$ cat src/rtl/ysyx_25020047_ifu.sv
// Instruction fetch unit: one outstanding imem request at a time, result held for decode
// over valid/ready. Supports flush, misalign/access/timeout faults and a retired-fetch count.
module ysyx_25020047_ifu #(
   parameter int TO_W    = 8,
   parameter int TIMEOUT = 200
) (
   input  logic        clk,
   input  logic        rst,
   input  logic [31:0] pc_in,
   input  logic        pc_valid,
   output logic        pc_ready,
   input  logic        flush,
   output logic        imem_req_valid,
   input  logic        imem_req_ready,
   output logic [31:0] imem_addr,
   input  logic        imem_rsp_valid,
   input  logic [31:0] imem_rsp_data,
   input  logic        imem_rsp_err,
   output logic        inst_valid,
   input  logic        inst_ready,
   output logic [31:0] inst,
   output logic [31:0] inst_pc,
   output logic        inst_fault,
   output logic [31:0] fetch_cnt
);

   typedef enum logic [1:0] {IDLE, REQ, WAIT, HOLD} state_e;

   state_e            state_q, state_d;
   logic [31:0]       addr_q, addr_d;
   logic [31:0]       inst_q, inst_d;
   logic [31:0]       ipc_q, ipc_d;
   logic              flt_q, flt_d;
   logic [31:0]       cnt_q, cnt_d;
   logic              kill_q, kill_d;
   logic [TO_W-1:0]   to_q, to_d;
   logic              killed;

   always_ff @(posedge clk or posedge rst) begin
      if (rst) begin
         state_q <= IDLE;
         addr_q  <= '0;
         inst_q  <= '0;
         ipc_q   <= '0;
         flt_q   <= 1'b0;
         cnt_q   <= '0;
         kill_q  <= 1'b0;
         to_q    <= '0;
      end else begin
         state_q <= state_d;
         addr_q  <= addr_d;
         inst_q  <= inst_d;
         ipc_q   <= ipc_d;
         flt_q   <= flt_d;
         cnt_q   <= cnt_d;
         kill_q  <= kill_d;
         to_q    <= to_d;
      end
   end

   always_comb begin
      state_d = state_q;
      addr_d  = addr_q;
      inst_d  = inst_q;
      ipc_d   = ipc_q;
      flt_d   = flt_q;
      cnt_d   = cnt_q;
      kill_d  = kill_q;
      to_d    = to_q;
      // A flush in the completing cycle of WAIT kills that result too.
      killed  = kill_q | flush;
      unique case (state_q)
         IDLE: begin
            kill_d = 1'b0;
            if (pc_valid) begin
               addr_d = pc_in;
               ipc_d  = pc_in;
               if (pc_in[1:0] != 2'b00) begin
                  inst_d  = '0;
                  flt_d   = 1'b1;
                  state_d = HOLD;
               end else begin
                  state_d = REQ;
               end
            end
         end
         REQ: begin
            // Request is never withdrawn; a flush only marks the result for discard.
            if (flush) kill_d = 1'b1;
            if (imem_req_ready) begin
               state_d = WAIT;
               to_d    = '0;
            end
         end
         WAIT: begin
            to_d = to_q + 1'b1;
            if (imem_rsp_valid || to_q == TO_W'(TIMEOUT - 1)) begin
               if (killed) begin
                  kill_d  = 1'b0;
                  state_d = IDLE;
               end else begin
                  inst_d  = imem_rsp_valid ? imem_rsp_data : 32'h0;
                  flt_d   = imem_rsp_valid ? imem_rsp_err : 1'b1;
                  state_d = HOLD;
               end
            end else if (flush) begin
               kill_d = 1'b1;
            end
         end
         HOLD: begin
            if (flush) begin
               state_d = IDLE;
            end else if (inst_ready) begin
               cnt_d   = cnt_q + 32'd1;
               state_d = IDLE;
            end
         end
         default: state_d = IDLE;
      endcase
   end

   assign pc_ready       = (state_q == IDLE);
   assign imem_req_valid = (state_q == REQ);
   assign inst_valid     = (state_q == HOLD);
   assign imem_addr      = addr_q;
   assign inst           = inst_q;
   assign inst_pc        = ipc_q;
   assign inst_fault     = flt_q;
   assign fetch_cnt      = cnt_q;

endmodule
$ cat config.mk
export PLATFORM = sky130hd
export DESIGN_NAME = ysyx_25020047_ifu
export DESIGN_NICKNAME = d
export VERILOG_FILES = /design/src/rtl/ysyx_25020047_ifu.sv
export SDC_FILE = /design/constraint.sdc
export NUM_CORES = 1
export LEC_CHECK = 0
export BUFFER_PORTS_ARGS = -buffer_cell sky130_fd_sc_hd__buf_2
export CAP_MARGIN = 20
export CORE_ASPECT_RATIO = 0.75
export CORE_MARGIN = 8
export CORE_UTILIZATION = 43
export CTS_BUF_LIST = sky130_fd_sc_hd__clkbuf_4 sky130_fd_sc_hd__clkbuf_8 sky130_fd_sc_hd__clkbuf_16
export DETAILED_ROUTE_END_ITERATION = 8
export GPL_ROUTABILITY_DRIVEN = 0
export MAX_ROUTING_LAYER = met4
export PLACE_DENSITY = 0.81
export SLEW_MARGIN = 20
export SYNTH_ARGS = -nofsm -noshare
export SYNTH_HDL_FRONTEND = slang
export SYNTH_SLANG_ARGS = --single-unit
$ cat constraint.sdc
create_clock -name clk -period 3.4 [get_ports clk]
set_clock_uncertainty 0.15 [all_clocks]
set_input_delay 0.68 -clock clk [delete_from_list [all_inputs] [get_ports clk]]
set_output_delay 0.68 -clock clk [all_outputs]
set_load 0.05 [all_outputs]
==> metrics.md, run 1 <==
| Metric | Value |
|---|---|
| Dpl hpwl | `8850 um` |
| Clk sinks | `between 100 and 150` |
| Top-area cell type share of the netlist area | `0.557` |
| Leak pwr | `roughly 3.3 nW` |
| Antenna violations before repair | `0` |
| Crit. Startpoint | `state_q[1]` |
| Starting DRT DRC Count | `roughly 180` |
| DR DRC count | `0` |
| Slew margin rel. | `0.468` |
| Top_reg_cell synth | `dfrtp_1` |
| YS warnings | `0` |
| Max Cap Viol | `0` |
| Pwr dens | `approximately 1100 nW/um^2` |
| Clock share of power | `0.194` |
| R2r startpoint | `state_q[0]` |
| Total Neg Setup Slack | `0 ps` |
| Unrepaired setup endpoints after global routing | `no` |
| Fin util | `0.561` |
| Synth Instances | `between 300 and 400` |
| Hold Startpoint | `fetch_cnt[31]` |
| Post-synth EDFFs | `0` |
| Vias | `~3500` |
| Clk Latency, worst-skew pair | `340 ps` |
| Largest net degree at the start of global routing | `~110` |
| Internal power | `3.32 mW` |
| Net count, final | `629` |
| Die H | `approximately 110 um` |
| DR pass1 iterations | `4` |
| Gr usage total | `0.163` |
| Routed length per instance | `between 15 and 20 um` |
| Global-route wire length before repair | `approximately 20000 um` |
| Post-cts hold buffer count | `0` |
| Critical Path Start Type | `register` |
| Maximum VDD drop | `just over 0.8 mV` |
| Sequential share of power | `0.288` |
| Die Width | `139 um` |
| Critical path type | `reg -> out` |
| Share of cells above drive strength 1 | `0.494` |
| Max Fclk | `approximately 430 MHz` |
| Core Area | `10900 sq um` |
| Status | `complete, no violations` |
| Area growth, synth to finish | `26.7%` |
| Crit end category | `output pin` |
| IO Port Bufs | `around 200` |
| Root Buffer | `clkbuf_16` |
| Synth Area per Inst | `about 13 sq um` |
| Die ar. | `between 10000 and 15000 sq um` |
| Pre-CTS setup slack | `1150 ps` |
| Final WS setup | `~1100 ps` |
| Minimum clock period | `around 2300 ps` |
| Num CTS Buffers | `9` |
| Synth top area cells | `dfrtp_1 56%, mux2_2 7.7%, a22o_1 6.1%` |
| Slew @ Worst Pin | `775 ps` |
| CP Max Fanout | `6` |
| Fin area | `~6100 sq um` |
| Total Power | `between 6 and 7 mW` |
| WP data required | `about 2600 ps` |
| CTS clk-pin slew, worst paths | `about 70 ps` |
| Vias per cell | `just over 5` |
| Remaining global-route overflow | `0` |
| Sequential element share of the synthesized area | `0.557` |
| Post-Route WL | `roughly 12000 um` |
| Async SR Flop Fraction | `1.00` |
| # IOs | `roughly 200` |
| HP Class | `reg -> reg` |
| Switching part of the total | `0.499` |
| Final Hold Fails | `0` |
| Antenna cell count | `0` |
| Post_cts resized | `0` |
| Final setup vio count | `0` |
| NetSw | `3.30 mW` |
| Placed Instance Area | `5770 sq um` |
| Post-synth top area cell | `dfrtp_1` |
| # Post-CTS Setup Buffers | `0` |
| Vias in the first global route | `roughly 3800` |
| Synthesized area | `roughly 4800 sq um` |
| Post-synthesis register bit count | `approximately 110` |
| Tcrit/Tclk final | `0.691` |
| Max-slew violation count | `0` |
| Max Buffers Root-to-Sink | `2` |
| Post-synth net total | `between 400 and 500` |
| Starting Density | `0.443` |
| Post-route ant nets | `0` |
| CTS H-tree lvls | `3` |
| Number of placement rows | `33` |
| CTS tree | `yes` |
| Combinational share of power | `0.518` |
| Distinct cell type count after synthesis | `43` |
| Flop2flop setup slack | `1140 ps` |
| Arr. time, crit path | `1520 ps` |
==> flip-flops by register name, indices dropped and copies added, names as in the netlist <==
register	cells
inst_fault	1
kill_q	1
fetch_cnt	32
inst	32
state_q	2
to_q	8
inst_pc	32
==> worst max-delay path, stage by stage, from the launching register on <==
cell     delay [ps]
dfrtp_1         420
inv_1           120
ha_1            310
buf_2           320
==> cell usage after synthesis (2+ instances only) <==
cell type    n
o21ai_0      7
nor3_1       2
clkbuf_1     2
nand2_1     17
and4_1       3
dfrtp_1    108
nand3_1     17
xnor2_1     29
xor2_1       4
a22o_1      34
a21oi_1      2
ha_1         7
nand4_1     11
mux2_2      33
mux2i_1      2
and3_1       8
buf_2        7
nand2b_1     3
buf_6        3
nor3b_1      3
buf_4       32
mux2_4       2
nor4_4       2
inv_1        9
nor2_1       9
nor3_4       3
==> layer usage <==
layer	wire, um	GRT usage
met1	5250	0.196
met2	5730	0.261
met3	747	0.0543
met4	89	0.0390
met5	0	-
==> through the flow <==
stage | hold WS [ps] | instances
after floorplan | 334 | 376
after global placement | 308 | 679
after detailed placement | 328 | 679
after CTS | 350 | 695
after global routing | 361 | 695
final | 336 | 695
==> power groups by stage <==
stage / sequential (mW) / combinational, mW / clock, mW
5_1_grt: 1.96 / 3.58 / 1.38
3_5_place_dp: 1.92 / 3.47 / 0
2_1_floorplan: 2.98 / 1.90 / 0
6_report: 1.90 / 3.43 / 1.29
3_3_place_gp: 1.90 / 3.41 / 0
4_1_cts: 1.90 / 3.47 / 1.32
==> cell type report <==
cell class | count | area (sq um)
Multi-Input combinational cell | 215 | 1800
Tap cell | 140 | 175
Inverter | 9 | 37.5
Fill cell | 907 | 4800
Clock inverter | 4 | 120
Timing Repair Buffer | 207 | 1060
Sequential cell | 108 | 2700
Clock buffer | 12 | 254
==> layout by cell type (no fill, tap or decap), types with 2 or more instances in the layout <==
| master | instances |
|---|---|
| buf_2 | 203 |
| and4_1 | 3 |
| clkbuf_4 | 2 |
| a21oi_1 | 2 |
| xnor2_1 | 29 |
| nand2b_1 | 3 |
| and3_1 | 8 |
| mux2_2 | 33 |
| nand4_1 | 11 |
| buf_4 | 3 |
| nor2_1 | 9 |
| clkbuf_16 | 9 |
| dfrtp_1 | 108 |
| nor4_4 | 2 |
| mux2i_1 | 2 |
| nand3_1 | 17 |
| nand2_1 | 17 |
| xor2_1 | 4 |
| nor3_4 | 3 |
| inv_1 | 8 |
| o21ai_0 | 7 |
| nor3_1 | 2 |
| mux2_4 | 2 |
| nor3b_1 | 3 |
| bufinv_16 | 4 |
| a22o_1 | 34 |
| ha_1 | 7 |
==> cell families (layout without fill, tap and decap cells) <==
family | count (synthesis) | count (layout) | share of synthesized area
AO/OA/AOI/OAI | 53 | 53 | 0.0901
AND/OR/NAND/NOR | 85 | 85 | 0.116
XOR/XNOR | 33 | 33 | 0.0596
multiplexers | 37 | 37 | 0.0870
buffers and inverters | 53 | 232 | 0.0723
adder cells (fa/ha/maj) | 7 | 7 | 0.0181
flip-flops | 108 | 108 | 0.557
==> worst paths after layout <==
check / endpoint / cells after the start
min reg2reg: fetch_cnt[31] / 1
max reg2reg: inst[2] / 7
min: fetch_cnt[31] / 1
max in group asynchronous: fetch_cnt[6] / 3
min in group asynchronous: inst_pc[1] / 3
max: imem_req_valid / 3
No activity file was read; power rests on OpenSTA's default activity.
==> run 2, diff against run 1 <==
--- a/config.mk
+++ b/config.mk
@@ -5,16 +5,17 @@
 export SDC_FILE = /design/constraint.sdc
 export NUM_CORES = 1
 export LEC_CHECK = 0
+export ABC_AREA = 1
 export BUFFER_PORTS_ARGS = -buffer_cell sky130_fd_sc_hd__buf_2
 export CAP_MARGIN = 20
 export CORE_ASPECT_RATIO = 0.75
 export CORE_MARGIN = 8
-export CORE_UTILIZATION = 43
+export CORE_UTILIZATION = 50
 export CTS_BUF_LIST = sky130_fd_sc_hd__clkbuf_4 sky130_fd_sc_hd__clkbuf_8 sky130_fd_sc_hd__clkbuf_16
 export DETAILED_ROUTE_END_ITERATION = 8
 export GPL_ROUTABILITY_DRIVEN = 0
 export MAX_ROUTING_LAYER = met4
-export PLACE_DENSITY = 0.81
+export PLACE_DENSITY = 0.86
 export SLEW_MARGIN = 20
 export SYNTH_ARGS = -nofsm -noshare
 export SYNTH_HDL_FRONTEND = slang
==> constraint.sdc (replaced) <==
create_clock -name clk -period 2.2 [get_ports clk]
set_clock_uncertainty 0.15 [all_clocks]
set_input_delay 0.44 -clock clk [delete_from_list [all_inputs] [get_ports clk]]
set_output_delay 0.44 -clock clk [all_outputs]
set_load 0.05 [all_outputs]
==> metrics.md, run 2 <==
| Metric | Value |
|---|---|
| Post-Route WL | `14300 um (was 11800 um)` |
| M2 GR Usage | `0.317 (was 0.261)` |
| Async SR Flop Fraction | `1.00 (unchanged)` |
| Post-synthesis register bit count | `108 (unchanged)` |
| Share of cells above drive strength 1 | `0.319 (was 0.494)` |
| Minimum clock period | `between 2000 and 2500 ps` |
| Largest net degree at the start of global routing | `74 (was 109)` |
| Commonest non-fill, non-tap cell in the layout | `nand2_1 (was buf_2)` |
| Worst Hold Slack | `59.3 ps (was 336 ps)` |
| Total Power | `10.6 mW (was 6.62 mW)` |
| IO Port Bufs | `203 (unchanged)` |
| Sequential element share of the synthesized area | `0.496 (was 0.557)` |
| Post-synthesis simple-gate area fraction | `0.288 (was 0.116)` |
| Gr busiest metal | `met2 (unchanged)` |
| Tcrit/Tclk final | `0.931` |
| Dpl hpwl | `11100 um (was 8850 um)` |
| Arr. time, crit path | `1460 ps (was 1520 ps)` |
| Synth top area cells | `dfrtp_1 50%, nand2_1 18%, buf_4 4.6% (was dfrtp_1 56%, mux2_2 7.7%, a22o_1 6.1%)` |
| Synth Area in Compound Gates | `0.0655 (was 0.0901)` |
| Combinational share of power | `0.566 (was 0.518)` |
| DR DRC count | `0 (unchanged)` |
| Antenna cell count | `0 (unchanged)` |
| Final non-filler cell total | `990 (was 695)` |
| Commonest cells post-synth | `258 x nand2_1, 108 x dfrtp_1, 62 x inv_1 (was 108 x dfrtp_1, 34 x a22o_1, 33 x mux2_2)` |
| Slew @ Worst Pin | `440 ps (was 775 ps)` |
| Fin util | `0.620 (was 0.561)` |
| Vias in the first global route | `4672 (was 3825)` |
| CP Max Fanout | `5 (was 6)` |
| Status | `complete, no violations (unchanged)` |
| Net count, final | `925 (was 629)` |
| Die Width | `136 um (was 139 um)` |
| WP data required | `1610 ps (was 2570 ps)` |
| Critical path type | `reg -> out (unchanged)` |
| Number of placement rows | `33 (unchanged)` |
| Top-area cell type share of the netlist area | `0.496 (was 0.557)` |
| Fin area | `6680 sq um (was 6140 sq um)` |
| Die ar. | `14500 sq um (was 15000 sq um)` |
| CTS tree | `yes (unchanged)` |
| Total Neg Setup Slack | `0 ps (unchanged)` |
| Clk sinks | `108 (unchanged)` |
| Delay-heaviest family, CP | `flip-flops (was buffers and inverters)` |
| Critical Path Start Type | `register (unchanged)` |
| Crit end category | `output pin (unchanged)` |
| Most frequent cells in the layout | `258 x nand2_1, 203 x buf_2, 108 x dfrtp_1 (was 203 x buf_2, 108 x dfrtp_1, 34 x a22o_1)` |
| Clk Latency, worst-skew pair | `340 ps (about the same)` |
| Slew margin rel. | `0.707 (was 0.468)` |
| Post-synth EDFFs | `0 (unchanged)` |
| Starting Density | `0.505 (was 0.443)` |
| CP max-delay cell | `dfrtp_1 (unchanged)` |
| # IOs | `204 (unchanged)` |
| Post-synth top area cell | `dfrtp_1 (unchanged)` |
| Sequential share of power | `0.291 (was 0.288)` |
| Final Hold Fails | `0 (unchanged)` |
| Post_cts resized | `0 (unchanged)` |
| Root Buffer | `clkbuf_16 (unchanged)` |
| Max-slew violation count | `0 (unchanged)` |
| DR pass1 iterations | `5 (was 4)` |
| Internal power | `4.67 mW (was 3.32 mW)` |
| Routed length per instance | `14.4 um (was 17.0 um)` |
| Final WS setup | `153 ps (was 1050 ps)` |
| Post-synthesis adder-cell area fraction | `0.0161 (was 0.0181)` |
| Vias | `4877 (was 3501)` |
| Starting DRT DRC Count | `283 (was 175)` |
| CP Cell Sequence | `inv_1, ha_1, buf_2 (unchanged)` |
| Main combinational cell family by area after synthesis | `simple AND/OR/NAND/NOR gates (unchanged)` |
| XOR/XNOR share of the synthesized area | `0.0241 (was 0.0596)` |
| NetSw | `5.93 mW (was 3.30 mW)` |
| Max Cap Viol | `0 (unchanged)` |
| Most common cell in the synthesized netlist | `nand2_1 (was dfrtp_1)` |
| Post-synth net total | `751 (was 455)` |
| HP Class | `in -> async (was reg -> reg)` |
| Distinct cell type count after synthesis | `28 (was 43)` |
| Antenna violations before repair | `0 (unchanged)` |
| Maximum VDD drop | `1.04 mV (was 0.819 mV)` |
| Mux contribution to synthesized area | `0 (was 0.0870)` |
| Vias per cell | `4.93 (was 5.04)` |
| GR Util met3 | `0.0419 (was 0.0543)` |
| Max Buffers Root-to-Sink | `2 (unchanged)` |
| Area growth, synth to finish | `22.8% (was 26.7%)` |
| CTS clk-pin slew, worst paths | `70 ps (about the same)` |
| Gr usage total | `0.203 (was 0.163)` |
| Met1 Use GR | `0.264 (was 0.196)` |
| Synthesized area | `5440 sq um (was 4850 sq um)` |
| YS warnings | `0 (unchanged)` |
| Final setup vio count | `0 (unchanged)` |
| Clock share of power | `0.143 (was 0.194)` |
| Pwr dens | `1590 nW/um^2 (was 1080 nW/um^2)` |
| CP max stage delay | `420 ps (about the same)` |
| Placed insts | `975 (was 679)` |
| Num CTS Buffers | `9 (unchanged)` |
| Synth Area per Inst | `8.10 sq um (was 12.9 sq um)` |
| Post-route ant nets | `0 (unchanged)` |
| Die H | `106 um (was 108 um)` |
| # Post-CTS Setup Buffers | `0 (unchanged)` |
| Placed Instance Area | `6410 sq um (was 5770 sq um)` |
| Core Area | `10800 sq um (was 10900 sq um)` |
| Leak pwr | `3.72 nW (was 3.27 nW)` |
| CTS H-tree lvls | `3 (unchanged)` |
| Post-cts hold buffer count | `0 (unchanged)` |
| Max Fclk | `about 490 MHz` |
| Pre-CTS setup slack | `221 ps (was 1150 ps)` |
| Switching part of the total | `0.559 (was 0.499)` |
| Unrepaired setup endpoints after global routing | `no (unchanged)` |
| Global-route wire length before repair | `23300 um (was 19600 um)` |
| Buffer and inverter count on the worst path | `2 (unchanged)` |
| Top_reg_cell synth | `dfrtp_1 (unchanged)` |
| Synth Instances | `672 (was 376)` |
| Remaining global-route overflow | `0 (unchanged)` |
[run 2: worst paths after layout]
path,cells after the start,startpoint,end,slack [ps]
setup / recovery,3,state_q[1],imem_req_valid,150
hold / removal,3,rst,inst_pc[25],60
setup reg to reg,7,state_q[0],to_q[2],240
hold reg to reg,2,inst[5],inst[5],340
max in group asynchronous,3,rst,fetch_cnt[10],1480
min in group clk,3,pc_in[9],inst_pc[9],140
[run 2: cell type report]
cell class	count	area, sq um
Fill cell	924	4090
Clock inverter	6	51.3
Timing Repair Buffer	212	1130
Sequential cell	108	2700
Tap cell	140	175
Inverter	66	251
Multi-Input combinational cell	449	2140
Clock buffer	9	225
[run 2: logic make-up (layout without fill, tap and decap cells)]
kind of cell	count (synthesis)	after routing
compound gates	59	59
buf+inv	115	293
flops	108	108
xor+xnor	15	15
fa+ha+maj	7	7
simple gates	368	368
[run 2: power groups by stage]
stage | clock network [mW] | registers, mW | logic, mW
after floorplan | 0 | 5.11 | 2.98
after global placement | 0 | 3.10 | 5.96
after detailed placement | 0 | 3.11 | 6.05
after CTS | 1.55 | 3.08 | 6.05
after global routing | 1.65 | 3.17 | 6.35
final | 1.51 | 3.09 | 6.00
[run 2: tightest hold or removal path: cells and delay by family]
| family | cells | cell delay (ps) |
|---|---|---|
| buffers and inverters | 3 | 520 |
[run 2: layer usage]
layer / vias to the layer above / share of wire
li1: 2421 / -
met1: 2249 / 0.44
met2: 190 / 0.47
met3: 17 / 0.081
met4: 0 / 0.016
met5: - / 0
